**src/rtl/mem_bus_scheduler.sv**
```systemverilog
// Shares one unified RAM port between instruction fetch and data access.
// Data wins arbitration unless fetches have been starved; stalled grants time out.
module mem_bus_scheduler #(
  parameter int STARVE_LIMIT = 4,
  parameter int TIMEOUT      = 255
) (
  input  logic        clk_i,
  input  logic        rst_i,
  input  logic        instr_mem_rd_i,
  input  logic [31:0] instr_mem_addr_i,
  output logic        instr_mem_ready_o,
  output logic [31:0] instr_mem_data_o,
  input  logic        data_mem_rd_i,
  input  logic        data_mem_wr_i,
  input  logic [31:0] data_mem_addr_i,
  input  logic [31:0] data_mem_data_i,
  input  logic [3:0]  byte_select_i,
  output logic        data_mem_ready_o,
  output logic [31:0] data_mem_data_o,
  output logic        merged_mem_rd_o,
  output logic        merged_mem_wr_o,
  output logic [31:0] merged_mem_addr_o,
  output logic [31:0] merged_mem_data_o,
  output logic [3:0]  merged_byte_select_o,
  input  logic        merged_mem_ready_i,
  input  logic [31:0] merged_mem_data_i,
  output logic        err_o
);

  typedef enum logic [1:0] {IDLE, GNT_I, GNT_D} state_t;

  localparam logic [3:0] STARVE_LIM = 4'(STARVE_LIMIT);
  localparam logic [7:0] TO_LAST    = 8'(TIMEOUT - 1);

  state_t     state_q;
  state_t     state_d;
  logic [3:0] starve_cnt;
  logic [7:0] to_cnt;
  logic       data_pend;
  logic       timeout_hit;
  logic       grant_done;

  assign data_pend   = data_mem_rd_i | data_mem_wr_i;
  // Real ready takes precedence over a timeout landing in the same cycle.
  assign timeout_hit = (state_q != IDLE) && !merged_mem_ready_i && (to_cnt == TO_LAST);
  assign grant_done  = (state_q != IDLE) && (merged_mem_ready_i || timeout_hit);

  always_ff @(posedge clk_i) begin
    if (rst_i) state_q <= IDLE;
    else       state_q <= state_d;
  end

  always_comb begin
    state_d = state_q;
    case (state_q)
      IDLE: begin
        if (instr_mem_rd_i && data_pend)
          state_d = (starve_cnt >= STARVE_LIM) ? GNT_I : GNT_D;
        else if (instr_mem_rd_i)
          state_d = GNT_I;
        else if (data_pend)
          state_d = GNT_D;
      end
      GNT_I, GNT_D: begin
        if (grant_done) state_d = IDLE;
      end
      default: state_d = IDLE;
    endcase
  end

  always_ff @(posedge clk_i) begin
    if (rst_i) begin
      starve_cnt <= '0;
      to_cnt     <= '0;
    end else if (state_q == IDLE) begin
      to_cnt <= '0;
      if (state_d == GNT_I)
        starve_cnt <= '0;
      else if (state_d == GNT_D && instr_mem_rd_i && starve_cnt != 4'hF)
        starve_cnt <= starve_cnt + 4'd1;
    end else begin
      to_cnt <= grant_done ? 8'd0 : to_cnt + 8'd1;
    end
  end

  // Outputs are forced quiet during reset so a reset mid-grant never leaks a ready.
  always_comb begin
    instr_mem_ready_o    = 1'b0;
    instr_mem_data_o     = '0;
    data_mem_ready_o     = 1'b0;
    data_mem_data_o      = '0;
    merged_mem_rd_o      = 1'b0;
    merged_mem_wr_o      = 1'b0;
    merged_mem_addr_o    = '0;
    merged_mem_data_o    = '0;
    merged_byte_select_o = '0;
    err_o                = 1'b0;
    if (!rst_i) begin
      case (state_q)
        GNT_I: begin
          merged_mem_rd_o   = 1'b1;
          merged_mem_addr_o = instr_mem_addr_i;
          instr_mem_ready_o = merged_mem_ready_i | timeout_hit;
          instr_mem_data_o  = merged_mem_ready_i ? merged_mem_data_i : 32'h0;
          err_o             = timeout_hit;
        end
        GNT_D: begin
          merged_mem_wr_o      = data_mem_wr_i;
          merged_mem_rd_o      = data_mem_rd_i & ~data_mem_wr_i;
          merged_mem_addr_o    = data_mem_addr_i;
          merged_mem_data_o    = data_mem_data_i;
          merged_byte_select_o = byte_select_i;
          data_mem_ready_o     = merged_mem_ready_i | timeout_hit;
          data_mem_data_o      = merged_mem_ready_i ? merged_mem_data_i : 32'h0;
          err_o                = timeout_hit;
        end
        default: ;
      endcase
    end
  end

endmodule

```
**config.mk**
```make
export PLATFORM = sky130hd
export DESIGN_NAME = mem_bus_scheduler
export DESIGN_NICKNAME = d
export VERILOG_FILES = /design/src/rtl/mem_bus_scheduler.sv
export SDC_FILE = /design/constraint.sdc
export NUM_CORES = 1
export LEC_CHECK = 0
export CAP_MARGIN = 30
export CORE_AREA = 2 2 106 108
export CTS_CLUSTER_SIZE = 10
export DETAILED_ROUTE_END_ITERATION = 12
export DIE_AREA = 0 0 108 110
export PLACE_DENSITY_LB_ADDON = 0.1
export REMOVE_ABC_BUFFERS = 1
export SLEW_MARGIN = 5
export SYNTH_ARGS = -nofsm -noshare
export SYNTH_HDL_FRONTEND = slang
export SYNTH_SLANG_ARGS = --single-unit
export TNS_END_PERCENT = 5
```
**constraint.sdc**
```tcl
create_clock -name clk_i -period 2.35 [get_ports clk_i]
set_clock_uncertainty 0.15 [all_clocks]
set_input_delay 0.3525 -clock clk_i [delete_from_list [all_inputs] [get_ports clk_i]]
set_output_delay 0.3525 -clock clk_i [all_outputs]
set_load 0.02 [all_outputs]
```
==> results.md, run 1 <==
Status:
- The flow ran to the end, and the final reports show no timing, DRC or antenna violations.

Global routing:
- The number of antenna violations at the first check in global routing is 3.
- The overall track demand over capacity in global routing is 0.1833.
- The number of global-route vias before repair was slightly below 3000.
- The leftover overflow at the end of global routing is 0.
- The global-route wire length before repair is 16660 um.
- Entering global routing, the biggest net connects 37 pins.

Timing:
- In this run the tightest slew margin relative to its limit is 0.7579.
- The time the final worst path needs with I/O delays and setup is 2.294 ns.
- In the finished design, the share of the clock period the worst path needs comes to 0.9760.
- Derived from the worst setup path, the maximum achievable clock frequency is around 440 MHz.
- The final hold slack is 0.3559 ns.
- The final-report max-slew violation count is 0.
- Setup violations remaining at the end of the flow were counted as 0.
- For the pin with the worst max-slew slack, the measured transition is 0.3600 ns.
- Across all setup checks in the final design, the least slack found is 0.05629 ns.
- The final count of hold timing violations is 0.
- Setup total negative slack on the finished layout was measured at 0 ns.
- Setup repair after global routing could not meet its margin everywhere.

Clock tree:
- Clock-pin slew was measured on the worst setup and hold paths at 0.06 ns.
- The total clock buffers created by CTS is 3.
- The number of clock sinks is 14.
- The root buffer cell chosen for the clock tree is sky130_fd_sc_hd__clkbuf_8.
- In this run the deepest clock path goes through 2 buffers.
- The clock latency of the later-clocked register in the worst-skew pair is 0.25 ns.
- In this run, post-CTS hold repair placed 0 buffers.
- The H-tree depth is 1.
- TritonCTS built the clock tree.

Drt:
- For this block, the initial DRC count from the detailed router was 210.
- The first detailed-routing pass took 5 iterations.
- The routed design has 12440 um of wire.
- The via count is 3229.
- The number of remaining DRC errors is 0.
- In the routed layout, each cell is associated on average with a via count of 4.282.
- The remaining antenna violation count is 0.
- After detailed routing, the average wire length per cell comes to between 15 and 20 um.

Setup path:
- The number of cells on the worst reg-to-reg path is 8.
- The required time of the worst setup path is roughly 1.9 ns.
- The data arrival time of the critical path is between 1.5 and 2 ns.
- The reg-to-reg endpoint is starve_cnt[0]$_SDFFE_PP0P_.
- Setup slack on the worst reg-to-reg path comes out at 0.23 ns.
- Along the worst path, the maximum fanout reaches 33.
- STA classifies the critical path startpoint as a register.
- The worst setup path is of the reg -> out kind.
- The start of the worst register-to-register path is state_q[1]$_SDFF_PP0_.
- STA classifies the critical path endpoint as an output port.

Cells and area:
- The net count of the finished layout is 758.
- From synthesis to final layout, the design area changed by 152.4%.
- The share of final-layout standard cells stronger than drive strength 1 is 0.2222.
- The area of all placed cells without fillers is 4692 um^2.

Logic synthesis:
- The post-synthesis sequential element count is 14.
- After synthesis, the share of flip-flops with an asynchronous set or reset is 0.
- The predominant post-synthesis flop cell is sky130_fd_sc_hd__dfxtp_1.
- The biggest area contributor in the post-synthesis netlist is sky130_fd_sc_hd__nor2_1.
- Ranked by instance count, the synthesized netlist is headed by sky130_fd_sc_hd__nor2_1 (115), sky130_fd_sc_hd__nand2_1 (37), sky130_fd_sc_hd__and2_1 (36).
- The area fraction of the dominant cell type after synthesis is 0.2322.
- For this run, the register share of the synthesized area comes to 0.1507.
- After synthesis, the cell types taking the most area are sky130_fd_sc_hd__nor2_1 (23%), sky130_fd_sc_hd__dfxtp_1 (15%), sky130_fd_sc_hd__a22oi_1 (13%).
- The unique cell type count in the Yosys netlist is 37.
- The Yosys step of the flow raised 0 warnings.
- In this run the cell area of the synthesized design comes to 1859 um^2.
- Yosys instantiated no cell more often than sky130_fd_sc_hd__nor2_1.
- The number of enable flip-flop cells after synthesis is 0.
- The synthesized area divided by synthesized cell count is 5.847 um^2.
- Counting every instance in the synthesized netlist gives 318.

Placed design:
- The count of input and output buffers is 274.
- In this run the cell area measured after placement is 5057 um^2.
- The global placement routability congestion is between 0.7 and 0.8.
- Prior to clock tree synthesis, the placed netlist has a worst setup slack of -0.3385 ns.
- The wire-length estimate of the detail-placed layout is 10500 um.

Power:
- The total leakage power is 2.229 nW.
- The peak ir drop on the vdd network is 407.3 uV.
- The power per cell area is 291.4 nW/um^2.

Min path:
- The startpoint identified for the worst hold timing path is starve_cnt[0]$_SDFFE_PP0P_.
- The tightest min-delay check is of the reg -> reg type.
- Counting instances, the worst hold path has a depth of 1.
- The worst hold endpoint is starve_cnt[0]$_SDFFE_PP0P_.

Die:
- The die is 110 um tall.
- The area of the placeable core is between 10000 and 15000 um^2.
- In this run the core area contains 38 standard-cell rows.
- The number of top-level pins is 275.
- The die covers 11880 um^2.
- For this configuration, the core starts out at a cell density of 0.1738.
- The die width is about 110 um.

Run:
- The number of maximum-capacitance violations is 0.
[area by class of cell]
cell class              instances  area, um^2
repair buffers                318        2714
inverters                       7       26.28
fillers                      1159        6006
well taps                     140       175.2
clock buffers                   4       55.05
multi-input cells             269        1435
flip-flops and latches         14       281.5
diodes                          2       5.005
[critical path: stages (launching register included)]
cell and delay, ns:
sky130_fd_sc_hd__dfxtp_2 0.33, sky130_fd_sc_hd__inv_1 0.07, sky130_fd_sc_hd__buf_4 0.12, sky130_fd_sc_hd__ha_2 0.24, sky130_fd_sc_hd__nand2b_1 0.11, sky130_fd_sc_hd__buf_12 0.18, sky130_fd_sc_hd__nor2_1 0.15, sky130_fd_sc_hd__clkdlybuf4s15_1 0.32
[sequential cells by signal, summed over array words and instances (netlist names)]
name and flops:
starve_cnt 4, state_q 2, to_cnt 8
[placed cells by master, fill, tap and decap left out, types with 3 or more instances in the layout]
| master | Yosys | final |
|---|---|---|
| sky130_fd_sc_hd__nor2_1 | 115 | 115 |
| sky130_fd_sc_hd__buf_4 | 0 | 39 |
| sky130_fd_sc_hd__nand2b_1 | 3 | 3 |
| sky130_fd_sc_hd__ha_1 | 7 | 6 |
| sky130_fd_sc_hd__xnor2_1 | 3 | 3 |
| sky130_fd_sc_hd__nand3_1 | 5 | 5 |
| sky130_fd_sc_hd__clkdlybuf4s50_1 | 0 | 136 |
| sky130_fd_sc_hd__and2_1 | 36 | 36 |
| sky130_fd_sc_hd__clkbuf_8 | 1 | 4 |
| sky130_fd_sc_hd__inv_1 | 6 | 6 |
| sky130_fd_sc_hd__xor2_1 | 3 | 3 |
| sky130_fd_sc_hd__buf_12 | 0 | 6 |
| sky130_fd_sc_hd__nand2_1 | 37 | 37 |
| sky130_fd_sc_hd__clkdlybuf4s15_1 | 0 | 19 |
| sky130_fd_sc_hd__clkbuf_2 | 0 | 49 |
| sky130_fd_sc_hd__dfxtp_1 | 14 | 13 |
| sky130_fd_sc_hd__buf_2 | 0 | 28 |
| sky130_fd_sc_hd__dlygate4sd2_1 | 0 | 39 |
| sky130_fd_sc_hd__a22oi_1 | 33 | 33 |
[how the worst max path moves through the flow]
| stage | start | endpoint |
|---|---|---|
| finish | state_q[1]$_SDFF_PP0_ | instr_mem_data_o[17] |
| global route | state_q[1]$_SDFF_PP0_ | instr_mem_data_o[17] |
| CTS | state_q[1]$_SDFF_PP0_ | merged_mem_addr_o[20] |
| detailed placement | rst_i | merged_mem_data_o[2] |
| global placement | rst_i | merged_mem_data_o[2] |
| floorplan | state_q[0]$_SDFF_PP0_ | merged_byte_select_o[0] |
[power breakdown]
part	total, W	switching, W	leakage, nW	internal [W]
combinational	0.000876	0.000406	2.09	0.000470
clock	0.000237	0.0000880	0.0288	0.000149
sequential	0.000255	0.00000725	0.114	0.000248
[repair_timing]
| item | in CTS | in global routing |
|---|---|---|
| setup endpoints to repair | 136 | 93 |
| buffers inserted | 0 | 0 |
| resized for setup | 210 | 135 |
[routing by layer]
layer,global-route usage,share of wire
met5,0,0.0024
met4,0.03480,0.0088
met3,0.04174,0.082
met2,0.3172,0.50
met1,0.2349,0.41
[kinds of logic (layout without fill, tap and decap cells)]
kind of cell,Yosys count,in the layout,share of synthesized area
AND/OR/NAND/NOR,210,210,0.5034
other,0,2,0
buffers and inverters,35,329,0.08007
AO/OA/AOI/OAI,45,45,0.1851
adder cells (fa/ha/maj),7,7,0.04710
flip-flops,14,14,0.1507
multiplexers,1,1,0.005384
XOR/XNOR,6,6,0.02827
[metrics by stage]
stage               power [W]  utilization  cells
floorplan           0.0005998            -    290
global placement     0.001190       0.4727    748
detailed placement   0.001193       0.4727    748
CTS                  0.001387       0.4643    752
global route         0.001445       0.4381    752
finish               0.001367       0.4386    754
Power figures use the tool's default switching activity.
==> inputs of run 2 (changes only) <==
- CAP_MARGIN: 30 -> 0
- CORE_AREA: 2 2 106 108 -> 5 5 103 105
- TNS_END_PERCENT: 5 -> 100
==> run 2 against run 1 <==
  * Clock power down 2%
  * Die area unchanged
  * Final area up 2.8%
  * Maximum frequency up 1.2%
  * Sequential power about the same
  * Largest cell class unchanged
==> results.md, run 2 (synthesis gave the netlist of run 1 again) <==
Placed design:
- In this run the tool buffered the top-level ports with 274 buffer cells.
- The instance area after placement is 5094 um^2.
- The HPWL after detailed placement is roughly 11000 um.
- The global placement routability congestion is 0.8741.
- The total placed cells including tap cells is 742.

Setup path:
- At the worst endpoint, the required time is 1.85 ns.
- The data arrival time of the critical path is around 1.8 ns.
- The reg-to-reg endpoint is starve_cnt[0]$_SDFFE_PP0P_.
- The setup path with the least slack is of type in -> out.
- The highest-delay cell along the critical path is sky130_fd_sc_hd__clkdlybuf4s50_1.
- The largest stage delay on the critical path is between 0.4 and 0.5 ns.
- The worst register-to-register path has a setup slack of ~0.1 ns.
- The kind of end point of the critical path is an output port.
- The number of cells on the worst reg-to-reg path is 8.
- Walking the worst path, the cells encountered are clkdlybuf4s50_1, buf_4, nor2b_2, buf_12, and2_1, clkdlybuf4s15_1.
- The launching element type of the critical path is an input pin.
- The largest fanout on the critical path is 36.
- The worst register-to-register path begins at state_q[0]$_SDFF_PP0_.

Die:
- The height of the chip is between 100 and 150 um.
- The number of top-level pins is 275.
- The area of the placeable core is 9549 um^2.
- The die width is approximately 110 um.
- The die covers about 12000 um^2.
- After floorplanning, the core was divided into 36 placement rows.
- The initial core utilization is 0.1947.

Clock tree:
- The number of setup buffers added after CTS is 0.
- For this design, the sink count on the clock tree is 14.
- Clock-pin slew was measured on the worst setup and hold paths at approximately 0.06 ns.
- The H-tree depth is 1.
- In this run, post-CTS hold repair placed 0 buffers.
- The cell chosen for the clock root is sky130_fd_sc_hd__clkbuf_8.
- The TritonCTS clock tree is yes.
- Buffers inserted during clock tree synthesis total 3.
- Clock latency on the worst-skew pair, taken at its later pin, is around 0.24 ns.
- The clock passes through at most 2 buffers.

Timing:
- For the pin with the worst max-slew slack, the measured transition is 0.3575 ns.
- The final count of hold timing violations is 0.
- The final count of negative-setup-slack endpoints is 0.
- The normalized max-slew margin is 0.7596.
- Setup repair after global routing could not meet its margin everywhere.
- The post-route clock period utilization is 0.9648.
- The tightest hold path in the finished design has a slack of 0.3673 ns.
- The highest attainable clock frequency is 441.1 MHz.
- The final-report max-slew violation count is 0.
- The time the final worst path needs with I/O delays and setup is 2.267 ns.

Cells and area:
- After the flow finishes, the layout carries non-filler instances totaling 747.
- In the final layout, the multi-input gates occupy around 1500 um^2.
- The finished cells cover roughly 4800 um^2.
- The register cell area after layout is 282.8 um^2.
- The most common cell after layout, fill and taps aside is sky130_fd_sc_hd__clkdlybuf4s50_1.
- The net count of the finished layout is 760.
- Ranked by flip-flop count, first place goes to to_cnt.
- The antenna diode count is 0.
- The largest registers in the layout are to_cnt: 8 flops, starve_cnt: 4 flops, state_q: 2 flops.
- The count of fill cells added during filler insertion is a little under 1000.
- In the layout the commonest cells are sky130_fd_sc_hd__clkdlybuf4s50_1 (136), sky130_fd_sc_hd__nor2_1 (115), sky130_fd_sc_hd__clkbuf_2 (46).
- The relative area change from synthesis to final layout is 159.4%.
- The number of flip-flops in the largest register is 8.
- Of the cells placed in the final design, the portion with a size suffix greater than 1 is 0.2248.
- For this run, the share of the core covered by cells in the final layout is 0.5051.

Min path:
- The path class of the lowest-slack min-delay path is reg -> reg.
- The worst hold endpoint is starve_cnt[0]$_SDFFE_PP0P_.
- Counting instances, the worst hold path has a depth of 1.
- The worst hold path begins at starve_cnt[0]$_SDFFE_PP0P_.

Drt:
- The via count is 3218.
- The detailed-route wire length per cell is 17.29 um.
- For this block, the initial DRC count from the detailed router was 220.
- The detailed-route wire length is 12920 um.
- Dividing the detail-routed via count by the number of cells gives 4.308.
- The number of detailed-routing iterations run before antenna repair is 4.
- The count of nets left with antenna violations once routing finished came out at 0.
- The number of remaining DRC errors is 0.

Power:
- The power per cell area is 289.8 nW/um^2.
- The total leakage power is roughly 2.3 nW.
- The peak ir drop on the vdd network is 239.9 uV.
- The total power draw is 0.001398 W.

Global routing:
- The number of global-route vias before repair came to ~3100.
- The number of antenna violations at the first check in global routing is 2.
- In the global route stage, overall resource usage came out at 0.1913.
- The leftover overflow at the end of global routing is 0.
- The first global-routing pass estimated 17760 um of wire.
- Entering global routing, the biggest net connects 37 pins.

Run:
- The number of maximum-capacitance violations is 0.

Status:
- The run finished with clean final reports.
[run 2: report_power, final]
part | internal, W | total (W) | switching (W)
sequential | 0.000248 | 0.000255 | 0.00000709
clock | 0.000148 | 0.000233 | 0.0000843
combinational | 0.000487 | 0.000910 | 0.000423
[run 2: area by class of cell]
class                   instances  share of cell area
clock buffers                   4             0.01141
inverters                       7            0.005447
multi-input cells             269              0.3027
flip-flops and latches         14             0.05863
well taps                     133             0.03450
repair buffers                320              0.5873
[run 2: how the worst max path moves through the flow]
stage                           from                 endpoint  slack, ns
6_report                       rst_i    merged_mem_data_o[19]       0.08
5_1_grt        state_q[0]$_SDFF_PP0_       data_mem_data_o[7]      -0.02
4_1_cts        state_q[0]$_SDFF_PP0_       data_mem_data_o[7]      0.001
3_5_place_dp                   rst_i     merged_mem_data_o[7]      -0.34
3_3_place_gp                   rst_i     merged_mem_data_o[7]      -0.34
2_1_floorplan  state_q[0]$_SDFF_PP0_  merged_byte_select_o[0]      -0.47
[run 2: critical path: cells and delay by family]
family | cells | cell delay (ns)
buffers and inverters | 4 | 1.11
and+or+nand+nor | 2 | 0.28
[run 2: through the flow]
stage / worst slack [ns] / setup TNS (ns)
6_report: 0.08273 / 0
4_1_cts: 0.001107 / 0
3_3_place_gp: -0.3434 / -25.97
5_1_grt: -0.01840 / -0.03855
2_1_floorplan: -0.4716 / -42.93
3_5_place_dp: -0.3442 / -27.68
[run 2: timing repair]
item	4_1_cts	5_1_grt
endpoints found under the setup margin	136	121
pin swaps	0	0
gates resized for setup	218	136
hold endpoints to repair	0	0
gates cloned	0	1
[run 2: per-layer routing]
metal	share of wire	routed length [um]	global-route usage	vias to the layer above
met3	0.076	987	0.04426	22
met5	0.0021	27	0	-
met1	0.40	5121	0.2332	1413
met2	0.51	6545	0.3419	151
met4	0.018	236	0.04418	4
li1	-	-	-	1628
==> inputs of run 3 (changes only) <==
- CORE_AREA: 5 5 103 105 -> 5 5 104 106
- DIE_AREA: 0 0 108 110 -> 0 0 109 111
- clock period: 2.35 -> 1.8 ns (I/O delays scaled with it)
==> run 3 against run 2 <==
  * The flow now finishes with violations (setup timing)
  * Critical path depth is 3 higher
  * Die area is 1.8% higher
  * Clock power increased by 11%
  * Register-to-register slack got worse by 0.44 ns
  * Core utilization up 20 points
  * Via count increased by 11%
  * Sequential power grew 32%
  * Global-route usage rose by 3.7 points
  * Largest cell class unchanged
==> results.md, run 3 (synthesis gave the netlist of run 1 again) <==
Die:
- The total area inside the core boundary comes to 9684 um^2.
- From bottom edge to top edge, the die measures 111 um.
- The die covers roughly 12000 um^2.
- The number of placement rows is 36.
- The die width is around 110 um.
- The initial core utilization is 0.1920.
- The number of top-level pins is 275.

Cells and area:
- The finished layout holds 778 standard cells, fillers aside.
- The register with the most flip-flops is to_cnt.
- The number of antenna diodes in the final layout is 0.
- In the final layout, the share of cells above drive strength 1 is 0.6062.
- The largest registers in the layout are to_cnt: 8 flops, starve_cnt: 4 flops, state_q: 2 flops.
- The library cell used most frequently in the layout, excluding fill and tap cells, is sky130_fd_sc_hd__clkdlybuf4s50_1.
- The library cells used most frequently in the layout, excluding fill and tap cells, are sky130_fd_sc_hd__clkdlybuf4s50_1 (135), sky130_fd_sc_hd__buf_6 (127), sky130_fd_sc_hd__nor2_4 (69).
- The register with the most flip-flops in the layout has 8 of them.
- At the end of the flow, the number of nets in the layout was 792.
- The area growth from synthesis to layout is 266.4%.

Drt:
- The final layout contains routed wiring with a total length of 16890 um.
- The number of remaining DRC errors is 0.
- In this run the remaining antenna-violating nets after routing total 0.
- The via count is 3566.
- After detailed routing, the number of vias per cell comes to roughly 4.6.
- In the final routed layout, each cell accounts on average for 21.71 um.
- For this run, the detailed router's first-pass iteration total came to 6.
- After the first detailed-routing iteration, the DRC count stood at 197.

Power:
- The total leakage power is between 2 and 3 nW.
- In this run the power density over the cells is about 370 nW/um^2.
- The peak ir drop on the vdd network is 425.4 uV.
- The total power draw is 0.002499 W.

Timing:
- The final-report max-slew violation count is 0.
- Setup repair after global routing could not meet its margin everywhere.
- The slew of the pin with the lowest slew margin is 0.2882 ns.
- The highest attainable clock frequency is 466.4 MHz.
- The normalized max-slew margin is 0.8067.
- The final count of hold timing violations came to 0.
- Subtracting the final worst setup slack from the clock period gives 2.144 ns.
- Of the available clock period, the critical path in the final layout requires 1.191.
- After layout, the worst setup slack is -0.3439 ns.
- Setup violations remaining at the end of the flow were counted as 142.

Placed design:
- The global placement routability congestion is 0.8616.
- At the placement stage, the worst setup path has a slack of -0.6762 ns.
- The total placed cells including tap cells is 734.
- Summed over all nets, the half-perimeter wirelength after detailed placement is between 10000 and 15000 um.
- The count of buffers added on input and output ports is 274.

Run:
- The number of maximum-capacitance violations is 0.

Setup path:
- The required time of the worst setup path is 1.81 ns.
- For the worst setup path, the data arrival time is 2.16 ns.
- The largest fanout on the critical path is 2.
- The launching element type of the critical path is a register.
- The type of the worst setup path is reg -> reg.
- The kind of end point of the critical path is a register.

Status:
- The flow ran to the end, but the final reports show violations.
- The final reports fail on setup timing.

Clock tree:
- CTS saw 14 sinks.
- The TritonCTS clock tree is yes.
- For the worst-skew pair, the clock arrives at the later sink with an insertion delay of roughly 0.25 ns.
- The total clock buffers created by CTS is 3.
- In this run the deepest clock path goes through 2 buffers.
- CTS built an H-tree with a depth of 1.
- In this run the clock root is driven by a sky130_fd_sc_hd__clkbuf_8.
- The clock-pin slew on the worst setup and hold paths is 0.06 ns.

Global routing:
- met2 is the most crowded layer.
- The number of global-route vias before repair was around 3500.
- The first global-routing pass estimated between 20000 and 25000 um of wire.
- In the global route stage, overall resource usage came out at 0.2287.
- The met1 track demand over resource is 0.2573.
- The met3 capacity usage during global routing is 0.05183.
- The pin count of the biggest net entering global routing is 35.
- The number of antenna violations at the first check in global routing is 0.
- The leftover overflow at the end of global routing is 0.
- For this run, global-route usage on met2 was measured as 0.4242.

Min path:
- The tightest min-delay check is of the reg -> reg type.
run 3: timing repair:
action | in CTS | in global routing
hold buffers | 0 | 0
setup buffers | 14 | 11
resized for setup | 786 | 294
cloned | 7 | 17
setup endpoints to repair | 149 | 148
pin swaps | 24 | 95
endpoints found under the hold margin | 0 | 0
run 3: worst max-delay path, cell delays in order (launching register included):
cell	delay (ns)
sky130_fd_sc_hd__dfxtp_2	0.31
sky130_fd_sc_hd__inv_1	0.05
sky130_fd_sc_hd__ha_1	0.15
sky130_fd_sc_hd__nand4_1	0.10
sky130_fd_sc_hd__buf_4	0.15
sky130_fd_sc_hd__o2111a_1	0.23
sky130_fd_sc_hd__a311oi_2	0.29
sky130_fd_sc_hd__and3b_1	0.22
sky130_fd_sc_hd__a22o_1	0.19
sky130_fd_sc_hd__a311oi_2	0.23
run 3: stage by stage:
stage | setup TNS, ns | util | hold slack, ns | cell area [um^2]
final | -24.27 | 0.7034 | 0.3601 | 6812
after global routing | -32.31 | 0.7034 | 0.3934 | 6812
after CTS | -21.34 | 0.5636 | 0.3451 | 5458
after detailed placement | -83.12 | 0.5133 | 0.3316 | 4971
after global placement | -80.51 | 0.5133 | 0.3323 | 4971
after floorplan | -101.96 | - | 0.1921 | 1737
run 3: final timing paths:
| check | start | end | slack (ns) | cells after the start |
|---|---|---|---|---|
| max | to_cnt[0]$_SDFF_PP0_ | starve_cnt[0]$_SDFFE_PP0P_ | -0.34 | 9 |
| max reg2reg | to_cnt[0]$_SDFF_PP0_ | starve_cnt[0]$_SDFFE_PP0P_ | -0.34 | 9 |
| min | starve_cnt[0]$_SDFFE_PP0P_ | starve_cnt[0]$_SDFFE_PP0P_ | 0.36 | 1 |
| min reg2reg | starve_cnt[0]$_SDFFE_PP0P_ | starve_cnt[0]$_SDFFE_PP0P_ | 0.36 | 1 |
run 3: where the power goes:
part,leakage [nW],internal (W),switching [W],total (W)
clock network,0.0216,0.000148,0.000110,0.000258
logic,2.60,0.00105,0.000853,0.00190
registers,0.115,0.000324,0.0000118,0.000336
total,2.74,0.00152,0.000975,0.00250
run 3: area by class of cell:
class / instances / area (um^2)
clock buffer: 3 / 41.29
fill: 747 / 2873
inverter: 7 / 31.28
multi-input combinational: 269 / 2357
sequential: 14 / 286.5
tap: 133 / 166.4
timing repair buffer: 352 / 3929
run 3: layer usage:
| layer | vias to the layer above | wire (um) |
|---|---|---|
| met5 | - | 0 |
| met2 | 130 | 8994 |
| met3 | 27 | 1099 |
| met1 | 1707 | 6396 |
| met4 | 0 | 399 |
| li1 | 1702 | - |
